## src/rtl/block_mem_arbiter.sv

```systemverilog
// Round-robin arbiter sequencing 256-bit line transfers from the I-side refill
// port and the D-side read/write-back port onto one variable-latency memory port.
// Stalls the pipeline (FREEZE) while any transfer is pending.
module block_mem_arbiter #(
  parameter int ADDR_W  = 32,
  parameter int LINE_W  = 256,
  parameter int TIMEOUT = 64
) (
  input  logic              CLK,
  input  logic              RESET,
  input  logic              iBlkRead,
  input  logic [ADDR_W-1:0] i_addr,
  output logic [LINE_W-1:0] block_read_fIM,
  output logic              i_done,
  input  logic              dBlkRead,
  input  logic              dBlkWrite,
  input  logic [ADDR_W-1:0] d_addr,
  input  logic [LINE_W-1:0] block_write_2DM,
  output logic [LINE_W-1:0] block_read_fDM,
  output logic              d_done,
  output logic              mem_req,
  output logic              mem_we,
  output logic [ADDR_W-1:0] mem_addr,
  output logic [LINE_W-1:0] mem_wdata,
  input  logic [LINE_W-1:0] mem_rdata,
  input  logic              mem_ack,
  output logic              FREEZE,
  output logic              err
);

  localparam int CNT_W = $clog2(TIMEOUT + 1);

  typedef enum logic [1:0] {IDLE, BUSY, DONE} state_e;

  state_e             state_q, state_d;
  logic               owner_q, owner_d;    // 0 = I-side, 1 = D-side
  logic               last_d_q, last_d_d;  // last completed grant went to D
  logic               we_q, we_d;
  logic [ADDR_W-1:0]  addr_q, addr_d;
  logic [LINE_W-1:0]  wdata_q, wdata_d;
  logic [CNT_W-1:0]   cnt_q, cnt_d;
  logic               err_q, err_d;
  logic [LINE_W-1:0]  iline_q, iline_d;
  logic [LINE_W-1:0]  dline_q, dline_d;
  logic               pend_i, pend_d, grant_d;

  // State and datapath registers; reset aborts any transfer in flight.
  always_ff @(posedge CLK or negedge RESET) begin
    if (!RESET) begin
      state_q  <= IDLE;
      owner_q  <= 1'b0;
      last_d_q <= 1'b1;
      we_q     <= 1'b0;
      addr_q   <= '0;
      wdata_q  <= '0;
      cnt_q    <= '0;
      err_q    <= 1'b0;
      iline_q  <= '0;
      dline_q  <= '0;
    end else begin
      state_q  <= state_d;
      owner_q  <= owner_d;
      last_d_q <= last_d_d;
      we_q     <= we_d;
      addr_q   <= addr_d;
      wdata_q  <= wdata_d;
      cnt_q    <= cnt_d;
      err_q    <= err_d;
      iline_q  <= iline_d;
      dline_q  <= dline_d;
    end
  end

  // Grant selection, timeout counting and read-data capture.
  always_comb begin
    state_d  = state_q;
    owner_d  = owner_q;
    last_d_d = last_d_q;
    we_d     = we_q;
    addr_d   = addr_q;
    wdata_d  = wdata_q;
    cnt_d    = cnt_q;
    err_d    = err_q;
    iline_d  = iline_q;
    dline_d  = dline_q;
    pend_i   = iBlkRead;
    pend_d   = dBlkRead | dBlkWrite;
    grant_d  = 1'b0;
    unique case (state_q)
      IDLE: begin
        if (pend_i || pend_d) begin
          // On a tie the side that did not win last time gets the port.
          grant_d = pend_d && (!pend_i || !last_d_q);
          owner_d = grant_d;
          // A D-side write-back goes ahead of a simultaneous D-side read.
          we_d    = grant_d & dBlkWrite;
          addr_d  = grant_d ? d_addr : i_addr;
          wdata_d = (grant_d & dBlkWrite) ? block_write_2DM : '0;
          cnt_d   = '0;
          state_d = BUSY;
        end
      end
      BUSY: begin
        cnt_d = cnt_q + CNT_W'(1);
        if (mem_ack) begin
          if (!we_q) begin
            if (owner_q) dline_d = mem_rdata;
            else         iline_d = mem_rdata;
          end
          state_d = DONE;
        end else if (cnt_q == CNT_W'(TIMEOUT - 1)) begin
          err_d   = 1'b1;
          state_d = DONE;
        end
      end
      DONE: begin
        // Requests are ignored here so a requester dropping now is not re-granted.
        last_d_d = owner_q;
        state_d  = IDLE;
      end
      default: state_d = IDLE;
    endcase
  end

  assign mem_req        = (state_q == BUSY);
  assign mem_we         = we_q;
  assign mem_addr       = addr_q;
  assign mem_wdata      = wdata_q;
  assign i_done         = (state_q == DONE) & ~owner_q;
  assign d_done         = (state_q == DONE) &  owner_q;
  assign block_read_fIM = iline_q;
  assign block_read_fDM = dline_q;
  assign err            = err_q;
  assign FREEZE         = (state_q != IDLE) | iBlkRead | dBlkRead | dBlkWrite;

endmodule
```

## config.mk

```make
export PLATFORM = sky130hd
export DESIGN_NAME = block_mem_arbiter
export DESIGN_NICKNAME = d
export VERILOG_FILES = /design/src/rtl/block_mem_arbiter.sv
export SDC_FILE = /design/constraint.sdc
export NUM_CORES = 1
export LEC_CHECK = 0
export CAP_MARGIN = 5
export CORE_AREA = 3 3 547 549
export DETAILED_ROUTE_END_ITERATION = 7
export DIE_AREA = 0 0 550 552
export MAX_ROUTING_LAYER = met4
export PLACE_DENSITY = 0.3
export REMOVE_ABC_BUFFERS = 1
export SETUP_SLACK_MARGIN = 0.2
export SYNTH_ARGS = -nofsm -noshare
export SYNTH_HDL_FRONTEND = slang
export SYNTH_SLANG_ARGS = --single-unit
```

## constraint.sdc

```tcl
create_clock -name CLK -period 2 [get_ports CLK]
set_input_delay 0.2 -clock CLK [delete_from_list [all_inputs] [get_ports CLK]]
set_output_delay 0.2 -clock CLK [all_outputs]
set_load 0.02 [all_outputs]
```

==> impl_results.md <==
* Top cell type by total area after synthesis: dfrtp_1
* Final Util at 0.2022
* Fin crit share at 0.9974
* Crit Path Max Fanout at 16
* RSZ-0062 raised after global routing: true
* Die area at ~0.30 mm^2
* Pwr/cell area at between 1500 and 2000 mW/mm^2
* Worst r2r path cells at 6
* Post-synthesis sequential area ratio at 0.6739
* Crit path DAT at about 2700 ps
* H-Tree Depth at 3
* Worst R2R Start: state_q[1]$_DFFE_PN0P_
* Cells after Synth at roughly 1900
* Status: finished clean
* Grt total ovfl at 0
* Fillers at approximately 32000
* Initial cell density of the core at 0.1026
* Nets@finish at 4497
* Area growth, synth to finish at 97.08%
* Distinct cells, synth at 37
* R2R Setup Slk at approximately 5.3 ps
* Min-Delay Path Depth at 2
* Ranking of synthesized cells by area: dfrtp_1 67%, mux2_2 18%, a22o_1 7.4%
* Slew at the pin with the worst max-slew slack at roughly 600 ps
* Mean Syn Cell Area at 16.25 um^2
* Final min period at 1995 ps
* Clk_skew at around 34 ps
* Routed WL per cell at roughly 25 um
* Final Hold Violating Endpoints at 0
* Synth Register Bits at 813
* Die height at 552 um
* Clock sink total at approximately 810
* Row Count at around 200
* CP most frequent cell: buf_12
* Leakage at about 27 nW
* All-Layer GR Usage at 0.1283
* First-pass GRT wire length at around 260 mm
* Clock latency on the worst-skew pair at slightly above 800 ps
* Wirelength, routed at 204.5 mm
* Largest net degree at the start of global routing at between 60 and 70
* Max-Cap Viols at 0
* Top Ports at between 1000 and 1500
* GP Congestion at slightly above 0.8
* Reg2Reg Capture Point: block_read_fIM[183]$_DFFE_PN0P_
* DRC errors left at 0
* Via density at 3.157
* Cell chain of the critical path: nand2b_4 > nor4b_4 > buf_12 > buf_16 > buf_12 > mux2_2
* Fmax at between 500 and 600 MHz
* Detail Placement HPWL at roughly 160 mm
* Synth Flop Type: dfrtp_1
* Share of the synthesized area in the top cell type at 0.6730
* Slew margin rel. at 0.5890
* Layout cell share with drive strength beyond 1 at 0.2716
* CTS Buf Count at approximately 110
* Crit path max-delay family: buffers and inverters
* Worst Hold End: block_read_fDM[39]$_DFFE_PN0P_
* Worst-path clk slew at 60 ps
* DRT iter0 DRCs at about 1100
* EDFF count, synth at 0
* Port Buffers at 1387
* Final worst slack at ~5.3 ps
* Highest cell delay on the worst timing path at ~400 ps
* # setup viols final at 0
* Vias in the first global route at between 20000 and 30000
* Ys Warns at 0
* Hold_sp: mem_rdata[39]
* Worst hold path type: input pin to register
* Async SR Flop Fraction at 1.000
* Critical Path End Type: register
* Final ANT Viol Nets at 0
* Critical-path top delay cell: dfrtp_1
* Buf/Inv on CP at 3
* Critical path class: register to register
* Max-slew violations at 0
* CTS tree: built
* Root Buffer: clkbuf_16
* Antenna violations before repair at roughly 140
* Vias post-DR at around 25000
* DP Worst Slack at -366.9 ps
* Post-Syn Area at between 0.03 and 0.04 mm^2
* Die Width at 550 um
* Core area at slightly below 0.3 mm^2
* First-pass iteration count of the detailed router at 5
* CP required at roughly 2700 ps
* VDD IR-drop max at 668.0 uV
* CP startpoint: state_q[1]$_DFFE_PN0P_
* CP Launch Type: register
* Max clock buf depth at 4
report_power, final:
group	internal (mW)	switching [mW]
logic	19.8	26.0
registers	24.4	4.76
clock network	12.3	8.19
total	56.5	39.0
flip-flops by register name, indices dropped and copies added, names as in the netlist:
signal,cells
state_q,2
err,1
block_read_fIM,256
mem_wdata,256
cnt_q,7
last_d_q,1
block_read_fDM,256
owner_q,1
mem_we,1
mem_addr,32
worst register-to-register path, delay by kind of cell, from the launching register on:
family | cells | cell delay [ps]
buffers and inverters | 3 | 660
AND/OR/NAND/NOR | 2 | 470
flip-flops | 1 | 400
multiplexers | 1 | 340
cell usage in the layout (no fill, tap or decap), types with 68 or more instances in the layout:
master / n
mux2_4: 230
dlygate4sd2_1: 660
buf_2: 96
dlygate4sd3_1: 446
diode_2: 108
o21ai_0: 68
dfrtp_1: 804
mux2_2: 282
buf_4: 139
clkdlybuf4s50_1: 580
a22o_1: 256
clkbuf_16: 138
worst max path at each step:
| stage | endpoint | slack, ps | depth (start not counted) |
|---|---|---|---|
| after floorplan | block_read_fDM[17]$_DFFE_PN0P_ | -8780 | 4 |
| after global placement | block_read_fDM[40]$_DFFE_PN0P_ | -340 | 7 |
| after detailed placement | block_read_fDM[40]$_DFFE_PN0P_ | -370 | 7 |
| after CTS | mem_req | -40 | 5 |
| after global routing | mem_req | -60 | 5 |
| final | block_read_fIM[183]$_DFFE_PN0P_ | 5 | 6 |
synthesized netlist by cell type, types with 2 or more instances:
| cell | number |
|---|---|
| nand2b_1 | 3 |
| buf_6 | 34 |
| dfrtp_1 | 812 |
| mux2i_1 | 34 |
| nand2_1 | 7 |
| mux2_1 | 19 |
| buf_4 | 18 |
| nor3_1 | 2 |
| mux2_2 | 494 |
| nand3_1 | 2 |
| inv_1 | 2 |
| o211ai_1 | 2 |
| nor2_1 | 5 |
| o21a_1 | 2 |
| a22o_1 | 256 |
| clkbuf_1 | 42 |
| buf_1 | 2 |
| a21oi_1 | 3 |
| o21ai_0 | 68 |
| buf_2 | 32 |
| a21o_1 | 3 |
kinds of logic after synthesis:
family          share of synthesized area
simple gates                     0.005803
mux                                0.2026
buf+inv                           0.02830
flops                              0.6739
xor+xnor                        0.0002901
compound gates                    0.08872
fa+ha+maj                       0.0004143
final cells by class:
type / instances / area, um^2 / area share
clock inverters: 34 / 436.7 / 0.007338
diodes: 108 / 270.3 / 0.004542
repair buffers: 2071 / 20330 / 0.3417
clock buffers: 167 / 3268 / 0.05492
inverters: 3 / 11.26 / 0.0001892
multi-input cells: 914 / 9925 / 0.1668
well taps: 3919 / 4903 / 0.08240
flip-flops and latches: 813 / 20360 / 0.3421
through the flow:
| stage | hold slack [ps] | cell area (um^2) | total power [mW] | instances | setup TNS (ps) |
|---|---|---|---|---|---|
| floorplan | -95.59 | 29350 | 44.49 | 1730 | -5505590 |
| finish | 88.05 | 59500 | 95.49 | 8029 | 0 |
| global route | 22.94 | 59490 | 100.5 | 8025 | -718.0 |
| global placement | 247.9 | 50040 | 77.90 | 7215 | -107020 |
| detailed placement | 252.2 | 50040 | 77.90 | 7215 | -121190 |
| CTS | 0.4122 | 57130 | 94.79 | 7869 | -286.0 |
routing by layer:
layer,routed length [um],part of all wire,vias up,global-route usage
li1,-,-,11220,-
met2,96730,0.47,1122,0.2089
met3,18890,0.092,186,0.05420
met4,3309,0.016,0,0.02209
met5,0,0,-,-
met1,85550,0.42,12810,0.1481
timing repair:
| item | CTS | global route |
|---|---|---|
| hold buffers | 446 | 0 |
| gates resized for setup | 1276 | 326 |
| endpoints found under the hold margin | 1323 | 0 |
| cloned | 0 | 33 |
| buffers inserted | 7 | 19 |
| pin swaps | 2 | 2 |
| endpoints found under the setup margin | 1276 | 1159 |
(Power assumes the default switching activity.)
